**config.mk**
```make
export PLATFORM = sky130hd
export DESIGN_NAME = boreal_bus_master_bridge
export DESIGN_NICKNAME = d
export VERILOG_FILES = /design/src/rtl/boreal_bus_master_bridge_pkg.sv /design/src/rtl/boreal_bus_master_bridge_watchdog.sv /design/src/rtl/boreal_bus_master_bridge.sv
export SDC_FILE = /design/constraint.sdc
export NUM_CORES = 1
export LEC_CHECK = 0
export ABC_AREA = 1
export CORE_ASPECT_RATIO = 0.5
export CORE_UTILIZATION = 34
export DETAILED_ROUTE_END_ITERATION = 16
export PLACE_DENSITY = 0.66
export SLEW_MARGIN = 20
export SYNTH_ARGS = -nofsm -noshare
export SYNTH_HDL_FRONTEND = slang
export SYNTH_SLANG_ARGS = --single-unit
```
**constraint.sdc**
```tcl
create_clock -name clk -period 4.47 [get_ports clk]
set_input_delay 0.447 -clock clk [delete_from_list [all_inputs] [get_ports clk]]
set_output_delay 0.447 -clock clk [all_outputs]
set_load 0.005 [all_outputs]
```
**src/rtl/boreal_bus_master_bridge_pkg.sv**
```systemverilog
// rtl/boreal_bus_master_bridge_pkg.sv - shared types and constants for the bus master bridge
package boreal_bus_master_bridge_pkg;

  typedef enum logic [1:0] {
    BRG_IDLE = 2'd0,
    BRG_BUS  = 2'd1,
    BRG_RSP  = 2'd2
  } brg_state_t;

  typedef enum logic [1:0] {
    ERR_NONE    = 2'd0,
    ERR_BUS     = 2'd1,
    ERR_TIMEOUT = 2'd2,
    ERR_ALIGN   = 2'd3
  } err_cause_t;

  localparam int BRG_DEFAULT_TIMEOUT = 255;

endpackage

```
**src/rtl/boreal_bus_master_bridge_watchdog.sv**
```systemverilog
// rtl/boreal_bus_master_bridge_watchdog.sv - request-high cycle watchdog with expire pulse
module boreal_bus_watchdog #(
  parameter int TIMEOUT_CYCLES = 255
) (
  input  logic clk,
  input  logic rst,
  input  logic clear,
  input  logic enable,
  output logic expire
);

  localparam int CW = (TIMEOUT_CYCLES > 0) ? $clog2(TIMEOUT_CYCLES + 1) : 1;
  localparam logic [CW-1:0] LAST = (TIMEOUT_CYCLES > 0) ? CW'(TIMEOUT_CYCLES - 1) : '0;

  logic [CW-1:0] count;

  // Count enabled cycles since the last clear; the count holds the number of
  // completed cycles, so the final allowed cycle is the one where count==LAST.
  always_ff @(posedge clk or posedge rst) begin
    if (rst) begin
      count <= '0;
    end else if (clear) begin
      count <= '0;
    end else if (enable && (TIMEOUT_CYCLES != 0) && (count != LAST)) begin
      count <= count + CW'(1);
    end
  end

  assign expire = enable && (TIMEOUT_CYCLES != 0) && (count == LAST);

endmodule

```
**src/rtl/boreal_bus_master_bridge.sv**
```systemverilog
// rtl/boreal_bus_master_bridge.sv - valid/ready command stream to single-outstanding req/ack bus bridge
module boreal_bus_master_bridge
  import boreal_bus_master_bridge_pkg::*;
#(
  parameter int TIMEOUT_CYCLES = BRG_DEFAULT_TIMEOUT,
  parameter int ALIGN_CHECK    = 1,
  parameter int TO_CNT_W       = 16
) (
  input  logic                clk,
  input  logic                rst,
  input  logic                cmd_valid,
  output logic                cmd_ready,
  input  logic                cmd_wr,
  input  logic [31:0]         cmd_addr,
  input  logic [31:0]         cmd_wdata,
  input  logic [3:0]          cmd_strb,
  output logic                rsp_valid,
  input  logic                rsp_ready,
  output logic [31:0]         rsp_rdata,
  output logic                rsp_err,
  output logic                rsp_timeout,
  output logic                bus_req,
  output logic                bus_wr,
  output logic [31:0]         bus_addr,
  output logic [31:0]         bus_wdata,
  output logic [3:0]          bus_strb,
  input  logic [31:0]         bus_rdata,
  input  logic                bus_ack,
  input  logic                bus_err,
  output logic [TO_CNT_W-1:0] timeout_count,
  output logic                busy
);

  brg_state_t state, next_state;
  err_cause_t rsp_cause;
  logic       accept, misalign, take_ack, expire_hit;
  logic       wd_expire;

  boreal_bus_watchdog #(.TIMEOUT_CYCLES(TIMEOUT_CYCLES)) u_watchdog (
    .clk    (clk),
    .rst    (rst),
    .clear  (accept),
    .enable (state == BRG_BUS),
    .expire (wd_expire)
  );

  // State register.
  always_ff @(posedge clk or posedge rst) begin
    if (rst) state <= BRG_IDLE;
    else     state <= next_state;
  end

  // Next-state and per-cycle control decode; ack takes priority over expiry.
  always_comb begin
    next_state = state;
    accept     = 1'b0;
    misalign   = 1'b0;
    take_ack   = 1'b0;
    expire_hit = 1'b0;
    case (state)
      BRG_IDLE: begin
        if (cmd_valid) begin
          accept = 1'b1;
          if ((ALIGN_CHECK != 0) && (cmd_addr[1:0] != 2'b00)) begin
            misalign   = 1'b1;
            next_state = BRG_RSP;
          end else begin
            next_state = BRG_BUS;
          end
        end
      end
      BRG_BUS: begin
        if (bus_ack) begin
          take_ack   = 1'b1;
          next_state = BRG_RSP;
        end else if (wd_expire) begin
          expire_hit = 1'b1;
          next_state = BRG_RSP;
        end
      end
      BRG_RSP: begin
        if (rsp_ready) next_state = BRG_IDLE;
      end
      default: next_state = BRG_IDLE;
    endcase
  end

  // Command latch, bus request, response buffer and timeout status counter.
  always_ff @(posedge clk or posedge rst) begin
    if (rst) begin
      bus_req       <= 1'b0;
      bus_wr        <= 1'b0;
      bus_addr      <= '0;
      bus_wdata     <= '0;
      bus_strb      <= '0;
      rsp_rdata     <= '0;
      rsp_cause     <= ERR_NONE;
      timeout_count <= '0;
    end else begin
      if (accept) begin
        bus_wr    <= cmd_wr;
        bus_addr  <= cmd_addr;
        bus_wdata <= cmd_wdata;
        bus_strb  <= cmd_strb;
        if (misalign) begin
          rsp_rdata <= '0;
          rsp_cause <= ERR_ALIGN;
        end else begin
          bus_req <= 1'b1;
        end
      end
      if (take_ack) begin
        bus_req   <= 1'b0;
        rsp_rdata <= (bus_wr || bus_err) ? 32'd0 : bus_rdata;
        rsp_cause <= bus_err ? ERR_BUS : ERR_NONE;
      end
      if (expire_hit) begin
        bus_req   <= 1'b0;
        rsp_rdata <= '0;
        rsp_cause <= ERR_TIMEOUT;
        if (timeout_count != '1) timeout_count <= timeout_count + TO_CNT_W'(1);
      end
    end
  end

  assign cmd_ready   = (state == BRG_IDLE);
  assign busy        = (state != BRG_IDLE);
  assign rsp_valid   = (state == BRG_RSP);
  assign rsp_err     = (rsp_cause != ERR_NONE);
  assign rsp_timeout = (rsp_cause == ERR_TIMEOUT);

endmodule
```
==> results of run 1 <==
[per-stage QoR]
stage	hold WS [ns]	utilization [%]	setup WS, ns	std cells	instance area (um2)
floorplan	0.472	-	0.554	678	5640
global placement	0.461	51.1	2.18	1105	8080
detailed placement	0.464	51.1	2.13	1105	8080
CTS	0.479	54.8	2.20	1137	8670
global route	0.499	55.0	2.13	1138	8690
finish	0.473	55.0	2.21	1138	8690
[layout by cell type (no fill, tap or decap), drive strengths merged]
cell type	netlist	routed
nor2	30	30
dfrtp	130	130
buf	25	5
a31oi	1	1
o21ai	12	12
nor3	1	1
clkbuf	2	18
xnor2	6	6
clkdlybuf4s50	0	229
o311ai	1	1
xor2	3	3
nand2	374	374
clkinvlp	0	3
nand4	7	7
clkinv	0	7
ha	3	3
a21oi	2	2
o211ai	1	1
inv	27	29
nand3	49	49
o31ai	1	1
bufinv	0	2
or2	3	3
[power breakdown]
group | switching (mW) | total [mW] | internal [mW]
registers | 0.154 | 1.60 | 1.44
clock network | 0.556 | 1.38 | 0.828
logic | 0.466 | 1.11 | 0.649
[state kept, by name (all words and copies together) (netlist names)]
| signal | cells |
|---|---|
| bus_wdata | 32 |
| bus_strb | 4 |
| bus_addr | 32 |
| timeout_count | 16 |
| bus_wr | 1 |
| u_watchdog.count | 8 |
| state | 2 |
| bus_req | 1 |
| rsp_rdata | 32 |
| rsp_cause | 2 |
[layout make-up]
type,count,area (um2),area share (%)
Multi-Input combinational cell,494,2110,24.3
Clock buffer,18,429,4.94
Clock inverter,14,158,1.81
Tap cell,221,277,3.18
Timing Repair Buffer,234,2360,27.2
Inverter,27,104,1.19
Sequential cell,130,3250,37.4
[logic make-up (layout without fill, tap and decap cells)]
logic type,Yosys count,count (layout),share of synthesized area [%]
simple gates,464,464,33.5
flops,130,130,57.7
buf+inv,54,293,4.88
compound gates,18,18,1.84
xor+xnor,9,9,1.40
fa+ha+maj,3,3,0.666
[path summary, 6_finish.rpt]
kind / start / to / slack, ns / cells after the start
min: bus_wdata[1] / bus_wdata[1] / 0.47 / 2
min reg2reg: bus_wdata[1] / bus_wdata[1] / 0.47 / 2
max: state[1] / busy / 2.21 / 3
max reg2reg: state[1] / bus_wdata[4] / 2.38 / 6
max in group asynchronous: rst / bus_addr[1] / 3.01 / 3
min in group asynchronous: rst / bus_wdata[18] / 0.58 / 2
[critical path: stages, from the launching register on]
cell and delay, ns:
dfrtp_1 0.42, nor2_1 0.34, inv_1 0.13, clkdlybuf4s50_1 0.49
[layer usage]
metal	up-vias	wire length, um	track usage [%]
met5	-	0	0
met4	0	347	8.75
met3	26	556	3.50
met2	118	7990	32.6
met1	2449	6900	24.2
li1	2544	-	-
==> metrics.md, run 1 <==
| Metric | Value |
|---|---|
| WS Path Type | `register to output port` |
| GP Congestion | `0.802` |
| Yosys Warn Count | `0` |
| Layout overhead on the synthesized area | `54.2%` |
| TritonCTS Buffers | `17` |
| Most common cell in the netlist | `nand2_1` |
| Initial core utilization | `35.6%` |
| Drt drc | `0` |
| Fmax | `443 MHz` |
| H-tree depth | `4` |
| Worst Path Arrival | `1.81 ns` |
| Largest area contributor in the netlist | `dfrtp_1` |
| DRT iter0 DRCs | `298` |
| Post-CTS setup buffer count | `0` |
| Post-CTS sizing | `0` |
| Share of post-route cells with drive strength above 1 | `6.22%` |
| Antenna violations before repair | `0` |
| # setup viols final | `0` |
| Hpwl dp | `11000 um` |
| Worst Hold Class | `register to register` |
| CTS Root Cell | `clkbuf_16` |
| Fillcell total | `1419` |
| # port buffers | `229` |
| Final min period | `2.26 ns` |
| DR vias/cell | `4.51` |
| Mapped Cells | `678` |
| Die W | `184 um` |
| WP data required | `4.02 ns` |
| Unrepaired setup endpoints after global routing | `no` |
| Max transition margin | `38.1%` |
| Pwr dens | `471 mW/mm2` |
| Routed WL | `15800 um` |
| Clock buffer depth | `2` |
| Max-Cap Viols | `0` |
| First-pass GRT wire length | `25700 um` |
| Tcrit/Tclk final | `50.5%` |
| Skew-Pair Late Insertion Delay | `0.42 ns` |
| Post-DRT Antenna Nets | `0` |
| Peak supply drop | `0.325 mV` |
| DIE HEIGHT | `93.1 um` |
| Vias in the first global route | `4993` |
| Slew @ Worst Pin | `0.929 ns` |
| Status | `finished, final reports clean` |
| Number of synthesized flops with an enable pin | `0` |
| CP Launch Type | `register` |
| Hold_buf cts | `0` |
| CTS tree | `done` |
| Yosys reg bits | `130` |
| Tot Pwr | `4.10 mW` |
| Synthesized area | `0.00564 mm2` |
| Area of the die | `0.0171 mm2` |
| Largest net degree at the start of global routing | `76` |
| Largest cells by area after synthesis | `dfrtp_1 58%, nand2_1 25%, nand3_1 4.3%` |
| Clock-pin slew on the worst setup and hold paths | `0.06 ns` |
| Fin. Hold Viols | `0` |
| Primary FF master, synth | `dfrtp_1` |
| Core ar. | `0.0158 mm2` |
| Top post-synthesis cells by count | `371 x nand2_1, 130 x dfrtp_1, 49 x nand3_1, 24 x nor2_1, 23 x inv_1` |
| Grt ovf | `0` |
| CP max FO | `4` |
| Worst Setup End Kind | `output port` |
| Static Leak | `4.23 nW` |
| Yosys cell types | `27` |
| ANT cells | `0` |
| Router iterations before antenna repair | `5` |
| Asr flop ratio synth | `100%` |
| Synthesized net count | `788` |
| GR Util All Layers | `19.3%` |
| Sum Neg Setup Slack | `0 ns` |
| Sequential fraction of the synthesis area | `57.7%` |
| DR WL/cell | `13.9 um` |
| # rows | `32` |
| Nets | `1014` |
| Synth Area per Inst | `8.32 um2` |
| Final Max Slew Viols | `0` |
| Clk sinks | `130` |
| Setup Skew | `0.0125 ns` |
| Ports | `230` |
| Share of the synthesized area in the top cell type | `57.7%` |
| Via count | `5137` |
Note: power is estimated with default switching activity, not from simulation.
==> run 2, diff against run 1 <==
--- a/config.mk
+++ b/config.mk
@@ -9,7 +9,7 @@
 export CORE_ASPECT_RATIO = 0.5
 export CORE_UTILIZATION = 34
 export DETAILED_ROUTE_END_ITERATION = 16
-export PLACE_DENSITY = 0.66
+export PLACE_DENSITY = 0.68
 export SLEW_MARGIN = 20
 export SYNTH_ARGS = -nofsm -noshare
 export SYNTH_HDL_FRONTEND = slang
==> constraint.sdc (replaced) <==
create_clock -name clk -period 2 [get_ports clk]
set_input_delay 0.2 -clock clk [delete_from_list [all_inputs] [get_ports clk]]
set_output_delay 0.2 -clock clk [all_outputs]
set_load 0.005 [all_outputs]
==> run 2 against run 1 <==
Net effect: hold slack got worse by 0.15 ns; sequential cell count unchanged; design area increased by 1.0%; wire length is essentially flat; power increased by 130%; via count grew 1.1%; first-iteration DRC count shrank 6.7%; non-clock buffer count up 3.
==> metrics.md, run 2 (synthesis results as in run 1) <==
| Metric | Value |
|---|---|
| Slew @ Worst Pin | `0.520 ns (-0.409 ns)` |
| Register area | `0.00325 mm2 (unchanged)` |
| Cell-internal power | `6.90 mW (+140%)` |
| ANT cells | `0 (unchanged)` |
| Post-CTS setup buffer count | `0 (unchanged)` |
| Fmax | `546 MHz` |
| Status | `finished, final reports clean` |
| Ports | `230 (unchanged)` |
| Worst Path Arrival | `1.63 ns (-0.18 ns)` |
| Final Max Slew Viols | `0 (unchanged)` |
| CP Launch Type | `register` |
| Fin. Hold Viols | `0 (unchanged)` |
| Hold endpoint | `bus_wdata[22]` |
| CP max-delay cell | `clkdlybuf4s50_1` |
| Fin util | `55.5% (+0.56 points)` |
| Commonest non-fill, non-tap cell in the layout | `nand2_1` |
| Most frequent cells in the layout | `370 x nand2_1, 229 x clkdlybuf4s50_1, 130 x dfrtp_1` |
| Drt drc | `0 (unchanged)` |
| Routed WL | `15800 um (about the same)` |
| CP max FO | `4 (unchanged)` |
| Met3 WL | `633 um (+14%)` |
| Sw frac | `27.1% (-1.6 points)` |
| Crit-path cells | `nor2_2 -> clkdlybuf4s50_1` |
| Combinational power share | `26.8% (-0.4 points)` |
| Share of post-route cells with drive strength above 1 | `6.74% (+0.52 points)` |
| Static Leak | `4.28 nW (+1.0%)` |
| H-tree depth | `4 (unchanged)` |
| Post-CTS sizing | `0 (unchanged)` |
| Post-place instance area | `0.00814 mm2 (+0.70%)` |
| DRT met1 WL | `6860 um (-0.59%)` |
| Hold path startpoint | `cmd_wdata[22]` |
| CTS tree | `done` |
| DRT iter0 DRCs | `278 (-6.7%)` |
| Worst Setup End Kind | `output port` |
| Clock share of power | `35.4% (+1.6 points)` |
| GR Util All Layers | `18.9% (-0.37 points)` |
| Largest stage delay, worst path | `0.58 ns (+0.09 ns)` |
| Sum Neg Setup Slack | `0 ns (unchanged)` |
| Max transition margin | `65.4% (+27 points)` |
| First-pass GRT wire length | `25300 um (-1.5%)` |
| Largest regs | `bus_addr x32, bus_wdata x32, rsp_rdata x32` |
| Worst Hold Class | `input port to register` |
| Area of the die | `0.0171 mm2 (unchanged)` |
| Pwr dens | `1080 mW/mm2 (+130%)` |
| # port buffers | `229 (unchanged)` |
| Die W | `184 um (unchanged)` |
| R2r setup slk | `0.24 ns (-2.14 ns)` |
| Reg2reg path depth | `8 (+2)` |
| Fillcell total | `1419 (unchanged)` |
| DR vias/cell | `4.55 (+0.79%)` |
| Peak supply drop | `0.703 mV (+120%)` |
| Skew-Pair Late Insertion Delay | `0.41 ns (about the same)` |
| Vias in the first global route | `5089 (+1.9%)` |
| Router iterations before antenna repair | `4 (-1)` |
| GP Congestion | `0.823 (+2.6%)` |
| Tcrit/Tclk final | `91.6%` |
| Via count | `5191 (+1.1%)` |
| DR WL/cell | `13.8 um (-0.30%)` |
| Reg2reg end | `timeout_count[2]` |
| Layout overhead on the synthesized area | `55.8%` |
| DIE HEIGHT | `93.1 um (unchanged)` |
| Max-Cap Viols | `0 (unchanged)` |
| Grt ovf | `0 (unchanged)` |
| Clock-pin slew on the worst setup and hold paths | `0.06 ns (about the same)` |
| Metal2 WL | `8080 um (+1.1%)` |
| Final min period | `1.83 ns` |
| Final Instance Area | `0.00878 mm2 (+1.0%)` |
| Clock buffer depth | `2 (unchanged)` |
| Area taken by multi-input logic gates | `0.00211 mm2 (+0.12%)` |
| Post-DRT Antenna Nets | `0 (unchanged)` |
| WP data required | `1.80 ns (-2.22 ns)` |
| Initial core utilization | `35.6% (unchanged)` |
| Antenna violations before repair | `0 (unchanged)` |
| Flop pwr share | `37.8% (-1.2 points)` |
| Switching power total | `2.57 mW (+120%)` |
| Core ar. | `0.0158 mm2 (unchanged)` |
| R2R Path Start | `u_watchdog.count[0]` |
| Hpwl dp | `11100 um (+0.88%)` |
| WS Path Type | `register to output port` |
| Clk sinks | `130 (unchanged)` |
| Cells on Worst Hold Path | `3 (+1)` |
| # rows | `32 (unchanged)` |
| CTS Root Cell | `clkbuf_16` |
| Unrepaired setup endpoints after global routing | `no` |
| # setup viols final | `0 (unchanged)` |
| Nets | `1017 (+0.30%)` |
| TritonCTS Buffers | `17 (unchanged)` |
| Setup Skew | `0.0114 ns (-0.00109 ns)` |
| Top sig layer | `met4` |
| Hold_buf cts | `0 (unchanged)` |
| Largest net degree at the start of global routing | `99 (+30%)` |
[run 2: power groups by stage]
stage | combinational, mW | sequential [mW] | clock [mW]
2_1_floorplan | 0.824 | 3.64 | 0
3_3_place_gp | 2.54 | 3.58 | 0
3_5_place_dp | 2.57 | 3.60 | 0
4_1_cts | 2.59 | 3.57 | 3.44
5_1_grt | 2.77 | 3.64 | 3.56
6_report | 2.53 | 3.58 | 3.35
[run 2: worst max path at each step]
stage	end	startpoint	depth (start not counted)	slack, ns
after floorplan	bus_addr[0]	rst	1	0.19
after global placement	timeout_count[2]	u_watchdog.count[0]	8	0.29
after CTS	cmd_ready	state[1]	2	0.03
after detailed placement	timeout_count[2]	u_watchdog.count[0]	8	0.25
final	cmd_ready	state[1]	2	0.17
after global routing	timeout_count[2]	u_watchdog.count[0]	8	0.07
[run 2: worst max-delay path: cells and delay by family, from the launching register on]
| family | cells | cell delay, ns |
|---|---|---|
| buffers and inverters | 1 | 0.58 |
| DFF | 1 | 0.43 |
| and+or+nand+nor | 1 | 0.22 |
[run 2: metal layers]
layer / vias to the layer above / track usage (%)
met3: 17 / 3.19
met4: 0 / 6.60
li1: 2558 / -
met2: 121 / 34.1
met5: - / 0
met1: 2495 / 23.0
[run 2: area by class of cell]
class	instances	share of cell area [%]
Clock buffer	20	5.31
Clock inverter	12	2.02
Sequential cell	130	37.0
Timing Repair Buffer	237	27.2
Multi-Input combinational cell	494	24.1
Inverter	27	1.20
Tap cell	221	3.15
[run 2: through the flow]
stage / hold WS, ns / total power, mW / cells / setup WS (ns)
global route: 0.321 / 9.97 / 1141 / 0.0656
global placement: 0.461 / 6.12 / 1109 / 0.293
CTS: 0.306 / 9.60 / 1141 / 0.0350
detailed placement: 0.464 / 6.17 / 1109 / 0.253
floorplan: 0.309 / 4.46 / 678 / 0.191
finish: 0.321 / 9.46 / 1141 / 0.168
==> run 3, diff against run 2 <==
--- a/config.mk
+++ b/config.mk
@@ -7,7 +7,9 @@
 export LEC_CHECK = 0
 export ABC_AREA = 1
 export CORE_ASPECT_RATIO = 0.5
+export CORE_MARGIN = 2
 export CORE_UTILIZATION = 34
+export CTS_CLUSTER_SIZE = 20
 export DETAILED_ROUTE_END_ITERATION = 16
 export PLACE_DENSITY = 0.68
 export SLEW_MARGIN = 20
==> run 3 against run 2 <==
Net effect: clock skew about the same; design area is 1.5% higher; largest cell class unchanged; clock power up 6.0%.
==> metrics.md, run 3 (synthesis results as in run 1) <==
| Metric | Value |
|---|---|
| Status | `finished, final reports clean` |
| H-tree depth | `4 (unchanged)` |
| # setup viols final | `0 (unchanged)` |
| GR Util All Layers | `18.0% (-0.90 points)` |
| Commonest non-fill, non-tap cell in the layout | `nand2_1` |
| Post-DRT Antenna Nets | `0 (unchanged)` |
| ANT cells | `0 (unchanged)` |
| Antenna violations before repair | `0 (unchanged)` |
| Final min period | `1.87 ns (+0.0377 ns)` |
| CP max FO | `4 (unchanged)` |
| Worst Hold Class | `input port to async pin` |
| Tcrit/Tclk final | `93.5% (+1.9 points)` |
| CTS tree | `done` |
| Static Leak | `4.34 nW (+1.6%)` |
| Layout overhead on the synthesized area | `58.1%` |
| DRT iter0 DRCs | `289 (+4.0%)` |
| Post-CTS setup buffer count | `0 (unchanged)` |
| # port buffers | `229 (unchanged)` |
| DR WL/cell | `13.9 um (+0.51%)` |
| Tot Pwr | `9.69 mW (+2.4%)` |
| DIE HEIGHT | `95.1 um (+2.1%)` |
| WS Path Type | `register to output port` |
| Core ar. | `0.0163 mm2 (+3.1%)` |
| Hold_buf cts | `0 (unchanged)` |
| CTS Root Cell | `clkbuf_16` |
| GP Congestion | `0.813 (-1.2%)` |
| Ports | `230 (unchanged)` |
| Clk sinks | `130 (unchanged)` |
| Final Max Slew Viols | `0 (unchanged)` |
| Slew @ Worst Pin | `0.621 ns (+0.101 ns)` |
| Vias in the first global route | `4922 (-3.3%)` |
| Worst Setup End Kind | `output port` |
| Nets | `1023 (+0.59%)` |
| Die W | `186 um (+1.1%)` |
| Skew-Pair Late Insertion Delay | `0.41 ns (about the same)` |
| Unrepaired setup endpoints after global routing | `no` |
| CP Launch Type | `register` |
| Drt drc | `0 (unchanged)` |
| Pwr dens | `1090 mW/mm2 (+0.87%)` |
| Clock buffer depth | `2 (unchanged)` |
| Max transition margin | `58.5% (-6.8 points)` |
| Setup Skew | `0.0113 ns (-0.0000925 ns)` |
| Router iterations before antenna repair | `4 (unchanged)` |
| Clock-pin slew on the worst setup and hold paths | `0.06 ns (about the same)` |
| Grt ovf | `0 (unchanged)` |
| Area taken by multi-input logic gates | `0.00211 mm2 (unchanged)` |
| Largest net degree at the start of global routing | `63 (-36%)` |
| Area of the die | `0.0177 mm2 (+3.3%)` |
| Share of post-route cells with drive strength above 1 | `7.24% (+0.50 points)` |
| Via count | `5138 (-1.0%)` |
| Largest regs | `bus_addr x32, bus_wdata x32, rsp_rdata x32` |
| Register area | `0.00325 mm2 (unchanged)` |
| Worst Path Arrival | `1.67 ns (+0.04 ns)` |
| Sum Neg Setup Slack | `0 ns (unchanged)` |
| Fin. Hold Viols | `0 (unchanged)` |
| Initial core utilization | `34.6% (-1.1 points)` |
| Most frequent cells in the layout | `370 x nand2_1, 229 x clkdlybuf4s50_1, 130 x dfrtp_1` |
| Hpwl dp | `11500 um (+3.8%)` |
| WP data required | `1.80 ns (about the same)` |
| Peak supply drop | `0.657 mV (-6.6%)` |
| First-pass GRT wire length | `24700 um (-2.5%)` |
| # rows | `33 (+3.1%)` |
| Max-Cap Viols | `0 (unchanged)` |
| TritonCTS Buffers | `17 (unchanged)` |
| DR vias/cell | `4.46 (-2.0%)` |
| Fillcell total | `1439 (+1.4%)` |
| Routed WL | `16000 um (+1.5%)` |
| Fmax | `535 MHz (-2.0%)` |
==> run 3: cell count changes in the layout (fill, tap and decap cells not counted), sizes merged <==
| cell | before | now |
|---|---|---|
| clkinvlp | 5 | 2 |
| buf | 8 | 14 |
| bufinv | 4 | 6 |
| clkbuf | 20 | 18 |
| clkinv | 3 | 5 |
==> run 3: worst paths after layout <==
check | depth (start not counted) | startpoint | end | slack (ns)
hold / removal | 2 | rst | rsp_rdata[16] | 0.22
setup reg to reg | 8 | u_watchdog.count[0] | rsp_cause[0] | 0.26
min in group clk | 3 | cmd_wdata[24] | bus_wdata[24] | 0.32
max in group asynchronous | 3 | rst | bus_wdata[30] | 1.22
setup / recovery | 3 | state[1] | busy | 0.13
hold reg to reg | 2 | bus_addr[19] | bus_addr[19] | 0.48
==> run 3: cell type report <==
| cell class | count | area share, % |
|---|---|---|
| clock buffer | 18 | 4.93 |
| clock inverter | 13 | 2.61 |
| inverter | 27 | 1.18 |
| multi-input combinational | 494 | 23.7 |
| sequential | 130 | 36.5 |
| tap | 227 | 3.19 |
| timing repair buffer | 243 | 27.9 |
==> run 3: repair_timing <==
action,4_1_cts,5_1_grt
hold endpoints to repair,0,0
setup endpoints to repair,1,0
resized for setup,1,0
==> run 3: report_power, final <==
| group | internal (mW) | switching, mW | total [mW] |
|---|---|---|---|
| logic | 1.50 | 1.06 | 2.56 |
| registers | 3.23 | 0.350 | 3.58 |
| clock network | 2.37 | 1.18 | 3.55 |
| total | 7.10 | 2.58 | 9.69 |
==> run 3: through the flow <==
stage | setup WS (ns) | cell area, um2 | instances | utilization (%) | hold slack [ns]
floorplan | 0.191 | 5640 | 678 | - | 0.309
global placement | 0.338 | 8240 | 1121 | 50.5 | 0.462
detailed placement | 0.271 | 8240 | 1121 | 50.5 | 0.464
CTS | 0.0914 | 8910 | 1152 | 54.7 | 0.219
global route | 0.0468 | 8910 | 1152 | 54.7 | 0.242
finish | 0.130 | 8910 | 1152 | 54.7 | 0.223
==> run 3: worst max-delay path: stages (launching register included) <==
cell and delay [ns]:
dfrtp_1 0.43, nor2_2 0.24, inv_1 0.12, clkdlybuf4s50_1 0.48
==> run 3: metal layers <==
| layer | share of wire [%] | GRT usage [%] |
|---|---|---|
| met1 | 43 | 22.0 |
| met2 | 51 | 32.1 |
| met3 | 3.7 | 3.09 |
| met4 | 2.0 | 7.22 |
| met5 | 0 | 0 |
